$ cat config.mk
export PLATFORM = sky130hd
export DESIGN_NAME = offchip_mem_ctrl_flat
export DESIGN_NICKNAME = d
export VERILOG_FILES = /design/src/rtl/offchip_mem_ctrl_pkg.sv /design/src/rtl/offchip_mem_ctrl_if.sv /design/src/rtl/offchip_mem_ctrl.sv /design/src/flat_wrapper.sv
export SDC_FILE = /design/constraint.sdc
export NUM_CORES = 1
export LEC_CHECK = 0
export ABC_AREA = 1
export BUFFER_PORTS_ARGS = -buffer_cell sky130_fd_sc_hd__buf_2
export CAP_MARGIN = 20
export CORE_AREA = 2 2 254 256
export CTS_BUF_LIST = sky130_fd_sc_hd__clkbuf_2 sky130_fd_sc_hd__clkbuf_4 sky130_fd_sc_hd__clkbuf_8
export DETAILED_ROUTE_END_ITERATION = 7
export DIE_AREA = 0 0 256 258
export PLACE_DENSITY_LB_ADDON = 0.12
export SLEW_MARGIN = 25
export SYNTH_ARGS = -nofsm -noshare
export SYNTH_HDL_FRONTEND = slang
export SYNTH_SLANG_ARGS = --single-unit
$ cat constraint.sdc
create_clock -name clk -period 3.4 [get_ports clk]
set_input_delay 0.34 -clock clk [delete_from_list [all_inputs] [get_ports clk]]
set_output_delay 0.34 -clock clk [all_outputs]
set_load 0.05 [all_outputs]
$ cat src/rtl/offchip_mem_ctrl_pkg.sv
// Shared configuration for the off-chip line memory channel:
// line geometry, beat-counter width and controller state encodings.
`ifndef CACHE_LINE_SIZE
`define CACHE_LINE_SIZE 32
`endif

package offchip_mem_ctrl_pkg;

   localparam int LINE_BYTES     = `CACHE_LINE_SIZE;
   localparam int LINE_W         = LINE_BYTES * 8;
   localparam int WORDS_PER_LINE = LINE_BYTES / 4;
   localparam int BEAT_W         = (WORDS_PER_LINE > 1) ?
                                   $clog2(WORDS_PER_LINE) : 1;

   typedef enum logic [1:0] {
      OMC_IDLE,
      OMC_RD,
      OMC_WR,
      OMC_DONE
   } omc_state_e;

   function automatic logic [31:0] line_base(input logic [31:0] a);
      return a & ~32'(LINE_BYTES - 1);
   endfunction

endpackage

$ cat src/rtl/offchip_mem_ctrl_if.sv
// Line request side and narrow external beat port of the
// off-chip memory controller, bundled with requester/responder views.
interface offchip_mem_ctrl_if;
   import offchip_mem_ctrl_pkg::*;

   logic              offchip_mem_read_en;
   logic              offchip_mem_write_en;
   logic [31:0]       offchip_mem_addr;
   logic [LINE_W-1:0] offchip_mem_wdata;
   logic [LINE_W-1:0] offchip_mem_data;
   logic              offchip_mem_ready;
   logic              offchip_mem_read_busy;
   logic              offchip_mem_write_busy;
   logic              offchip_mem_error;
   logic              ext_req;
   logic              ext_we;
   logic [31:0]       ext_addr;
   logic [31:0]       ext_wdata;
   logic [31:0]       ext_rdata;
   logic              ext_ack;

   modport slave (
      input  offchip_mem_read_en,
      input  offchip_mem_write_en,
      input  offchip_mem_addr,
      input  offchip_mem_wdata,
      output offchip_mem_data,
      output offchip_mem_ready,
      output offchip_mem_read_busy,
      output offchip_mem_write_busy,
      output offchip_mem_error,
      output ext_req,
      output ext_we,
      output ext_addr,
      output ext_wdata,
      input  ext_rdata,
      input  ext_ack
   );

   modport master (
      output offchip_mem_read_en,
      output offchip_mem_write_en,
      output offchip_mem_addr,
      output offchip_mem_wdata,
      input  offchip_mem_data,
      input  offchip_mem_ready,
      input  offchip_mem_read_busy,
      input  offchip_mem_write_busy,
      input  offchip_mem_error,
      input  ext_req,
      input  ext_we,
      input  ext_addr,
      input  ext_wdata,
      output ext_rdata,
      output ext_ack
   );

endinterface

$ cat src/rtl/offchip_mem_ctrl.sv
// Serialises whole cache-line reads/writes into 32-bit beats on a
// req/ack external port; returns the line with a one-cycle ready pulse.
module offchip_mem_ctrl
   import offchip_mem_ctrl_pkg::*;
#(
   parameter int TIMEOUT = 255
) (
   input logic               clk,
   input logic               rst,
   offchip_mem_ctrl_if.slave mem_io
);

   localparam int WAIT_W = (TIMEOUT > 1) ? $clog2(TIMEOUT) : 1;

   omc_state_e        state_q, state_d;
   logic              wr_q, wr_d;
   logic [BEAT_W-1:0] beat_q, beat_d;
   logic [31:0]       base_q, base_d;
   logic [LINE_W-1:0] wbuf_q, wbuf_d;
   logic [LINE_W-1:0] rbuf_q, rbuf_d;
   logic              err_q, err_d;
   logic [WAIT_W-1:0] wait_q, wait_d;

   logic              req;
   logic              we;
   logic [31:0]       addr;
   logic [31:0]       wdata;
   logic              last;

   assign last = (beat_q == BEAT_W'(WORDS_PER_LINE - 1));

   always_ff @(posedge clk) begin
      if (rst) begin
         state_q <= OMC_IDLE;
         wr_q    <= 1'b0;
         beat_q  <= '0;
         base_q  <= '0;
         wbuf_q  <= '0;
         rbuf_q  <= '0;
         err_q   <= 1'b0;
         wait_q  <= '0;
      end else begin
         state_q <= state_d;
         wr_q    <= wr_d;
         beat_q  <= beat_d;
         base_q  <= base_d;
         wbuf_q  <= wbuf_d;
         rbuf_q  <= rbuf_d;
         err_q   <= err_d;
         wait_q  <= wait_d;
      end
   end

   always_comb begin
      state_d = state_q;
      wr_d    = wr_q;
      beat_d  = beat_q;
      base_d  = base_q;
      wbuf_d  = wbuf_q;
      rbuf_d  = rbuf_q;
      err_d   = err_q;
      wait_d  = wait_q;
      req     = 1'b0;
      we      = 1'b0;
      addr    = '0;
      wdata   = '0;
      unique case (state_q)
         OMC_IDLE: begin
            // Write wins a tie; a held read is picked up after DONE.
            if (mem_io.offchip_mem_write_en) begin
               base_d  = line_base(mem_io.offchip_mem_addr);
               wbuf_d  = mem_io.offchip_mem_wdata;
               err_d   = 1'b0;
               wr_d    = 1'b1;
               beat_d  = '0;
               wait_d  = '0;
               state_d = OMC_WR;
            end else if (mem_io.offchip_mem_read_en) begin
               base_d  = line_base(mem_io.offchip_mem_addr);
               err_d   = 1'b0;
               wr_d    = 1'b0;
               beat_d  = '0;
               wait_d  = '0;
               state_d = OMC_RD;
            end
         end
         OMC_RD, OMC_WR: begin
            req   = 1'b1;
            we    = (state_q == OMC_WR);
            addr  = base_q + 32'({beat_q, 2'b00});
            wdata = wbuf_q[int'(beat_q)*32 +: 32];
            if (mem_io.ext_ack) begin
               if (state_q == OMC_RD)
                  rbuf_d[int'(beat_q)*32 +: 32] = mem_io.ext_rdata;
               wait_d = '0;
               if (last) begin
                  beat_d  = '0;
                  state_d = OMC_DONE;
               end else begin
                  beat_d = beat_q + BEAT_W'(1);
               end
            end else if (TIMEOUT > 0) begin
               // The stall that reaches TIMEOUT aborts the line.
               if (wait_q == WAIT_W'(TIMEOUT - 1)) begin
                  err_d   = 1'b1;
                  wait_d  = '0;
                  beat_d  = '0;
                  state_d = OMC_DONE;
               end else begin
                  wait_d = wait_q + WAIT_W'(1);
               end
            end
         end
         OMC_DONE: state_d = OMC_IDLE;
         default:  state_d = OMC_IDLE;
      endcase
   end

   assign mem_io.ext_req   = req;
   assign mem_io.ext_we    = we;
   assign mem_io.ext_addr  = addr;
   assign mem_io.ext_wdata = wdata;

   assign mem_io.offchip_mem_data       = rbuf_q;
   assign mem_io.offchip_mem_ready      = (state_q == OMC_DONE);
   assign mem_io.offchip_mem_error      = err_q;
   assign mem_io.offchip_mem_read_busy  = (state_q == OMC_RD) ||
                                          (state_q == OMC_DONE && !wr_q);
   assign mem_io.offchip_mem_write_busy = (state_q == OMC_WR) ||
                                          (state_q == OMC_DONE && wr_q);

endmodule

$ cat src/flat_wrapper.sv
// flat-port wrapper written by rule: the top's interface ports become plain ports
module offchip_mem_ctrl_flat import offchip_mem_ctrl_pkg::*;
#(
   parameter int TIMEOUT = 255
)
  (clk, rst, mem_io_offchip_mem_read_en, mem_io_offchip_mem_write_en, mem_io_offchip_mem_addr, mem_io_offchip_mem_wdata, mem_io_offchip_mem_data, mem_io_offchip_mem_ready, mem_io_offchip_mem_read_busy, mem_io_offchip_mem_write_busy, mem_io_offchip_mem_error, mem_io_ext_req, mem_io_ext_we, mem_io_ext_addr, mem_io_ext_wdata, mem_io_ext_rdata, mem_io_ext_ack);
  offchip_mem_ctrl_if mem_io_i ();
  input logic clk;
  input logic rst;
  input wire logic [$bits(mem_io_i.offchip_mem_read_en)-1:0] mem_io_offchip_mem_read_en;
  input wire logic [$bits(mem_io_i.offchip_mem_write_en)-1:0] mem_io_offchip_mem_write_en;
  input wire logic [$bits(mem_io_i.offchip_mem_addr)-1:0] mem_io_offchip_mem_addr;
  input wire logic [$bits(mem_io_i.offchip_mem_wdata)-1:0] mem_io_offchip_mem_wdata;
  output wire logic [$bits(mem_io_i.offchip_mem_data)-1:0] mem_io_offchip_mem_data;
  output wire logic [$bits(mem_io_i.offchip_mem_ready)-1:0] mem_io_offchip_mem_ready;
  output wire logic [$bits(mem_io_i.offchip_mem_read_busy)-1:0] mem_io_offchip_mem_read_busy;
  output wire logic [$bits(mem_io_i.offchip_mem_write_busy)-1:0] mem_io_offchip_mem_write_busy;
  output wire logic [$bits(mem_io_i.offchip_mem_error)-1:0] mem_io_offchip_mem_error;
  output wire logic [$bits(mem_io_i.ext_req)-1:0] mem_io_ext_req;
  output wire logic [$bits(mem_io_i.ext_we)-1:0] mem_io_ext_we;
  output wire logic [$bits(mem_io_i.ext_addr)-1:0] mem_io_ext_addr;
  output wire logic [$bits(mem_io_i.ext_wdata)-1:0] mem_io_ext_wdata;
  input wire logic [$bits(mem_io_i.ext_rdata)-1:0] mem_io_ext_rdata;
  input wire logic [$bits(mem_io_i.ext_ack)-1:0] mem_io_ext_ack;
  assign mem_io_i.offchip_mem_read_en = mem_io_offchip_mem_read_en;
  assign mem_io_i.offchip_mem_write_en = mem_io_offchip_mem_write_en;
  assign mem_io_i.offchip_mem_addr = mem_io_offchip_mem_addr;
  assign mem_io_i.offchip_mem_wdata = mem_io_offchip_mem_wdata;
  assign mem_io_offchip_mem_data = mem_io_i.offchip_mem_data;
  assign mem_io_offchip_mem_ready = mem_io_i.offchip_mem_ready;
  assign mem_io_offchip_mem_read_busy = mem_io_i.offchip_mem_read_busy;
  assign mem_io_offchip_mem_write_busy = mem_io_i.offchip_mem_write_busy;
  assign mem_io_offchip_mem_error = mem_io_i.offchip_mem_error;
  assign mem_io_ext_req = mem_io_i.ext_req;
  assign mem_io_ext_we = mem_io_i.ext_we;
  assign mem_io_ext_addr = mem_io_i.ext_addr;
  assign mem_io_ext_wdata = mem_io_i.ext_wdata;
  assign mem_io_i.ext_rdata = mem_io_ext_rdata;
  assign mem_io_i.ext_ack = mem_io_ext_ack;
  offchip_mem_ctrl #(.TIMEOUT(TIMEOUT)) u_core (.clk(clk), .rst(rst), .mem_io(mem_io_i));
endmodule
# ---- Yosys cells after proc, flatten, opt, wreduce, memory -nomap -nowiden
# Cells that the tools add are included.
dict set report totals {
  ff_bits 559
  out_inout_bits 326
}
dict set report classes {
  add_sub_neg 4
  mux 30
  reduce_logical 16
  eq_ne 10
  shift 3
}
# cell n
set op_table {}
lappend op_table {{256-bit bitwise mux} 1}
lappend op_table {{32-bit by 33-bit variable shift with 256-bit output (first input constant)} 1}
lappend op_table {{256-bit by 9-bit variable part select with 32-bit output} 1}
lappend op_table {{32-bit by 33-bit variable part select with 256-bit output} 1}
lappend op_table {{32-bit two-way mux} 4}
lappend op_table {{8-bit negator with 33-bit output} 1}
lappend op_table {{32-bit by 5-bit adder with 32-bit output} 1}
lappend op_table {{8-bit two-way mux} 4}
lappend op_table {{8-bit one-hot mux with 2 select lines} 1}
lappend op_table {{3-bit two-way mux} 5}
lappend op_table {{2-bit two-way mux} 5}
lappend op_table {{3-bit AND reduction} 3}
lappend op_table {{8-bit by 1-bit adder with 8-bit output (second input constant)} 1}
lappend op_table {{8-bit equality test (second input constant)} 1}
lappend op_table {{1-bit two-way mux} 7}
lappend op_table {{3-bit by 2-bit != test with 1-bit output (second input constant)} 2}
lappend op_table {{2-bit one-hot mux with 3 select lines} 1}
lappend op_table {{3-bit one-hot mux with 2 select lines} 1}
lappend op_table {{2-bit AND reduction} 3}
lappend op_table {{2-bit equality test (second input constant)} 2}
lappend op_table {{4-bit AND reduction} 1}
lappend op_table {{2-bit nonzero test} 2}
lappend op_table {{3-bit by 1-bit adder with 3-bit output (second input constant)} 1}
lappend op_table {{3-bit equality test (second input constant)} 1}
lappend op_table {{10 further kinds} 12}

# ---- Longest topological paths before layout
dict set report logic_depth {
  ltp_word 4
  ltp_mapped 13
  ltp_nobuf 10
}

# ---- Least setup slack after synthesis
# Ideal clock, no wire load.
dict set report synth_path {
  path_kind {register to output}
  from {register u_core.state_q[1]}
  to {output port mem_io_ext_wdata[22]}
  required_time_ps 3060
  t_arrival_ps 2501
  path_stages_with_launch 9
  slack_ps 559
  path_cell_list {dfxtp_1 -> inv_1 -> ha_1 -> buf_2 -> nand2_1 -> inv_1 -> buf_1 -> nand2_1 -> nand2_1}
}
dict set report synth_via {
  elab_chain_cells 3
  word_cells_on_any_way 4
}
# element line_no
set synth_rtl {}
lappend synth_rtl {{start, declared} offchip_mem_ctrl.sv:15} ;# omc_state_e state_q, state_d;
lappend synth_rtl {{start signal, assigned} offchip_mem_ctrl.sv:43} ;# state_q <= state_d;
lappend synth_rtl {{2-bit by 1-bit equality test with 1-bit output or 2-bit equality test (tied branches)} offchip_mem_ctrl.sv:67} ;# unique case (state_q)
lappend synth_rtl {{2-bit OR reduction *} offchip_mem_ctrl.sv:67}
lappend synth_rtl {{32-bit two-way mux *} offchip_mem_ctrl.sv:67}
lappend synth_rtl {{end, declared} flat_wrapper.sv:22} ;# output wire logic [$bits(mem_io_i.ext_wdata)-1:0] mem_io_ext_wdata;
# Mark *: on every way between the ends. The rest lies on a longest branch, timed or not.

# ---- Worst setup path after layout
dict set report layout_path {
  from {register u_core.beat_q[0]}
  to {output port mem_io_ext_wdata[8]}
}
dict set report layout_via {
  elab_chain_cells 2
}
# element line_no
set layout_rtl {}
lappend layout_rtl {{start, declared} offchip_mem_ctrl.sv:17} ;# logic [BEAT_W-1:0] beat_q, beat_d;
lappend layout_rtl {{start signal, assigned} offchip_mem_ctrl.sv:45} ;# beat_q <= beat_d;
lappend layout_rtl {{256-bit by 9-bit variable part select with 32-bit output} offchip_mem_ctrl.sv:91} ;# wdata = wbuf_q[int'(beat_q)*32 +: 32];
lappend layout_rtl {{32-bit two-way mux} offchip_mem_ctrl.sv:67}
# Every way passes these cells.

==> reports/qor.log <==
[synth] portion of the post-synthesis area used by sequential elements 46.7%
[placement] pre-CTS WS 0.721 ns
[timing] smallest hold slack 0.0895 ns
[grt] pin count of the biggest net entering global routing 236
[floorplanning] total I/O pin count 651
[routing] iteration-0 DRC count of the detailed router 1,874
[grt] wire length of the first global-routing pass 138 mm
[pwr] cell leakage power 17.1 nW
[layout] Syn-to-layout area delta 38.7%
[grt] number of antenna violations at the first check in global routing 9
[run] max capacitance violation total 0
[floorplanning] Placeable Area 63,600 sq um
[layout] non-filler instance count after layout 5,387
[worst_setup_path] crit path capture type output port
[synth] Main synth FF type sky130_fd_sc_hd__dfxtp_1
[timing] worst-case clock skew 0.0220 ns
[floorplanning] overall die width 256 microns
[routing] final wirelength 91.5 mm
[min_path] number of cells traversed by the worst hold path 3
[floorplanning] Cell Rows 93
[clocking] H-tree lvl count 3
[layout] post-route cell area 32,900 sq um
[synth] compound-gate portion of the synthesized area 12.0%
[worst_setup_path] RR Startpoint u_core.state_q[0]$_SDFFE_PP0P_
[status] status complete, no violations
[timing] measured slew at the worst slew-check pin 1.04 ns
[placement] placed cell areas 27,600 sq um
[placement] total half-perimeter wirelength after legalization and detailed placement 60.3 mm
[worst_setup_path] cell-by-cell listing of the critical path buf_12, o21ai_0, o22ai_1, nand2_1, nand2_1, buf_2
[synth] number of enable-type register cells in the synthesized netlist 0
[floorplanning] initial cell density of the core 37.3%
[synth] yosys synthesis warning count 0
[layout] Fill cells 6,510
[pwr] combinational share of power 34.0%
[timing] number of failing hold endpoints at the final stage 0
[worst_setup_path] Worst path slowest cell sky130_fd_sc_hd__o22ai_1
[pwr] internal power component 13.5 mW
[worst_setup_path] Worst Setup Path Type reg2out
[routing] vias after detailed routing 25.2k
[worst_setup_path] Levels on crit path 6
[worst_setup_path] critical path launch point u_core.beat_q[0]$_SDFFE_PP0P_
[pwr] Max VDD drop 479 uV
[timing] worst setup slack after layout 0.136 ns
[grt] number of global-route vias before repair 24.1k
[timing] Max Fclk 306 MHz
[routing] Antenna Nets Post-Route 0
[timing] number of max-slew violations in the final report 0
[timing] headroom to the max-slew limit 30.5%
[routing] count of unresolved DRC violations after routing 0
[grt] Total GRT Usage 26.8%
[layout] area occupied by multi-input gates 10,600 sq um
[timing] Post-Route Setup TNS 0 ns
[synth] library cells used by synthesis 31
[worst_setup_path] family of cells with the greatest summed delay on the critical path compound AO/OA/AOI/OAI gates
[min_path] path class of the lowest-slack min-delay path in2reg
[layout] fraction of layout cells with a size suffix above 1 19.5%
[routing] first-pass iteration count of the detailed router 5
[grt] gr ovfl total 0
[clocking] clk_lat worst skew 0.68 ns
[pwr] total net switching power 8.98 mW
[synth] async set-reset flop share out of synthesis 0%
[synth] Adder-Cell Fraction of Synth Area 0.738%
[synth] mux contribution to synthesized area 0.0421%
[worst_setup_path] Register-to-Register Path Depth 7
[synth] flops & latches, synth 554
[synth] number of instances in the synthesized netlist 3,596
[layout] area of all sequential standard cells 11,100 sq um
[pwr] switching share of power 40.0%
[clocking] quantity of gates resized following cts 0
[synth] XOR/XNOR share of the synthesized area 0.0369%
[synth] summed instance area of the synthesized netlist 23,700 sq um
[synth] main combinational cell family by area after synthesis simple AND/OR/NAND/NOR gates
[worst_setup_path] critical path required time 3.06 ns
[worst_setup_path] worst stage delay on the critical path 0.55 ns
[synth] Synth Area in Simple Gates 31.9%
[synth] mean instance size in the synthesized netlist 6.60 sq um
[clocking] Clock Tree Buf Depth 3
[placement] quantity of I/O buffers inserted on ports 643
[worst_setup_path] critical path data arrival time 2.92 ns
[routing] mean number of vias per cell 4.68
[worst_setup_path] sort of element at the start of the critical path flop
[timing] setup violation total in the final timing report 0
[clocking] clock root cell sky130_fd_sc_hd__clkbuf_8
[layout] Net count, final 4,784
[placement] Cell Count Post-Placement 4,885
[min_path] Min-Delay Startpoint mem_io_offchip_mem_wdata[190]
[pwr] power density over the cells 682 nW/um^2
[timing] Final Cycle Share 96.0%
[timing] RSZ-0062 raised after global routing false
[worst_setup_path] cell with the most instances on the worst path sky130_fd_sc_hd__nand2_1
[floorplanning] Die Ht 258 microns
[clocking] clock transition at the register clock pins on the worst setup and hold paths after CTS 0.06 ns
[routing] per-cell routed wire length 17.0 microns
[clocking] TritonCTS clock tree yes
[timing] Final min period 3.26 ns
[pwr] fraction of power consumed by the clock network 29.9%
[clocking] sinks on the clock net 554
[clocking] Num CTS Buffers 97
[pwr] sequential fraction of design power 36.0%
[placement] Routability Congestion 0.829
[worst_setup_path] buffers and inverters on the worst path 2
[floorplanning] Die Area 66,000 sq um
[worst_setup_path] worst-path fanout max 134
-- Yosys cell counts (all sizes together) (3+ instances only) --
master	count	share of area, %
o22ai	64	1.7
nand2	629	10
clkinv	3	0.047
buf	68	1.4
nand4	9	0.34
a21oi	38	0.80
nand3	12	0.38
inv	277	4.4
ha	14	0.74
nor3b	17	0.54
nor3	65	1.4
dfxtp	554	47
nor2	1215	19
clkbuf	178	2.8
o21ai	446	9.4
-- final timing paths --
check                                                       to  slack, ns
hold / removal                 u_core.wbuf_q[190]$_SDFFE_PP0P_       0.09
setup / recovery                           mem_io_ext_wdata[8]       0.14
hold reg to reg   u_core.mem_io.offchip_mem_error$_SDFFE_PP0P_       0.45
setup reg to reg                u_core.base_q[24]$_SDFFE_PP0P_       0.71
-- layout by cell type (no fill, tap or decap), drive strengths merged --
master	netlist	layout
a31o	1	1
ha	14	14
inv	277	281
nor3	65	65
nand3	12	12
diode	0	8
nand4	9	9
nor3b	17	17
nand2	629	629
dfxtp	554	554
buf	68	679
conb	1	2
a21o	1	1
clkbuf	178	160
clkinvlp	0	2
xor2	1	1
or2	1	1
o21bai	1	1
o21ai	446	446
dlygate4sd3	0	316
clkinv	3	15
a21oi	38	38
o22ai	64	64
mux2i	1	1
nor2	1215	1215
-- worst min-delay path: stages --
cell and delay (ns):
sky130_fd_sc_hd__buf_2 0.09, sky130_fd_sc_hd__o21ai_0 0.17, sky130_fd_sc_hd__nor2_1 0.12
-- metal layers --
metal,track usage (%),routed length [microns],up-vias
li1,-,-,12800
met1,31.8,37700,11400
met2,45.9,43700,767
met3,5.28,5370,203
met4,14.3,4630,4
met5,0,20,-
-- power by group through the flow --
| stage | sequential, mW | clock (mW) | combinational (mW) |
|---|---|---|---|
| detailed placement | 8.21 | 0 | 7.37 |
| CTS | 8.08 | 6.87 | 7.68 |
| floorplan | 8.46 | 0 | 4.69 |
| global route | 8.21 | 7.16 | 8.38 |
| finish | 8.09 | 6.72 | 7.64 |
| global placement | 8.19 | 0 | 7.36 |
-- repair_timing --
item	4_1_cts	5_1_grt
hold buffers	316	0
setup buffers	0	0
hold endpoints to repair	346	0
-- registers in the layout (all words and copies together), names as in the netlist --
register,count
u_core.mem_io.offchip_mem_data,256
u_core.wbuf_q,256
u_core.base_q,27
u_core.wait_q,8
u_core.beat_q,3
u_core.state_q,2
u_core.mem_io.offchip_mem_error,1
u_core.wr_q,1
-- per-stage QoR --
stage,power (mW),util (%)
CTS,22.6,51.7
global placement,15.6,43.4
floorplan,13.1,-
global route,23.8,51.7
detailed placement,15.6,43.4
finish,22.5,51.8
-- area by class of cell --
cell class	instances	area share (%)
Multi-Input combinational cell	2517	32.3
Sequential cell	554	33.7
Antenna cell	8	0.0608
Clock inverter	18	0.338
Tap cell	855	3.25
Inverter	280	3.25
Clock buffer	160	6.23
Timing Repair Buffer	995	20.9
-- cells by family after synthesis --
kind of cell | Yosys count
and+or+nand+nor | 1948
DFF | 554
AOI/OAI and AO/OA | 551
buffers and inverters | 526
adders and majority gates | 14
other | 1
xor gates and xnor gates | 1
muxes | 1
Note: power is estimated with default switching activity, not from simulation.
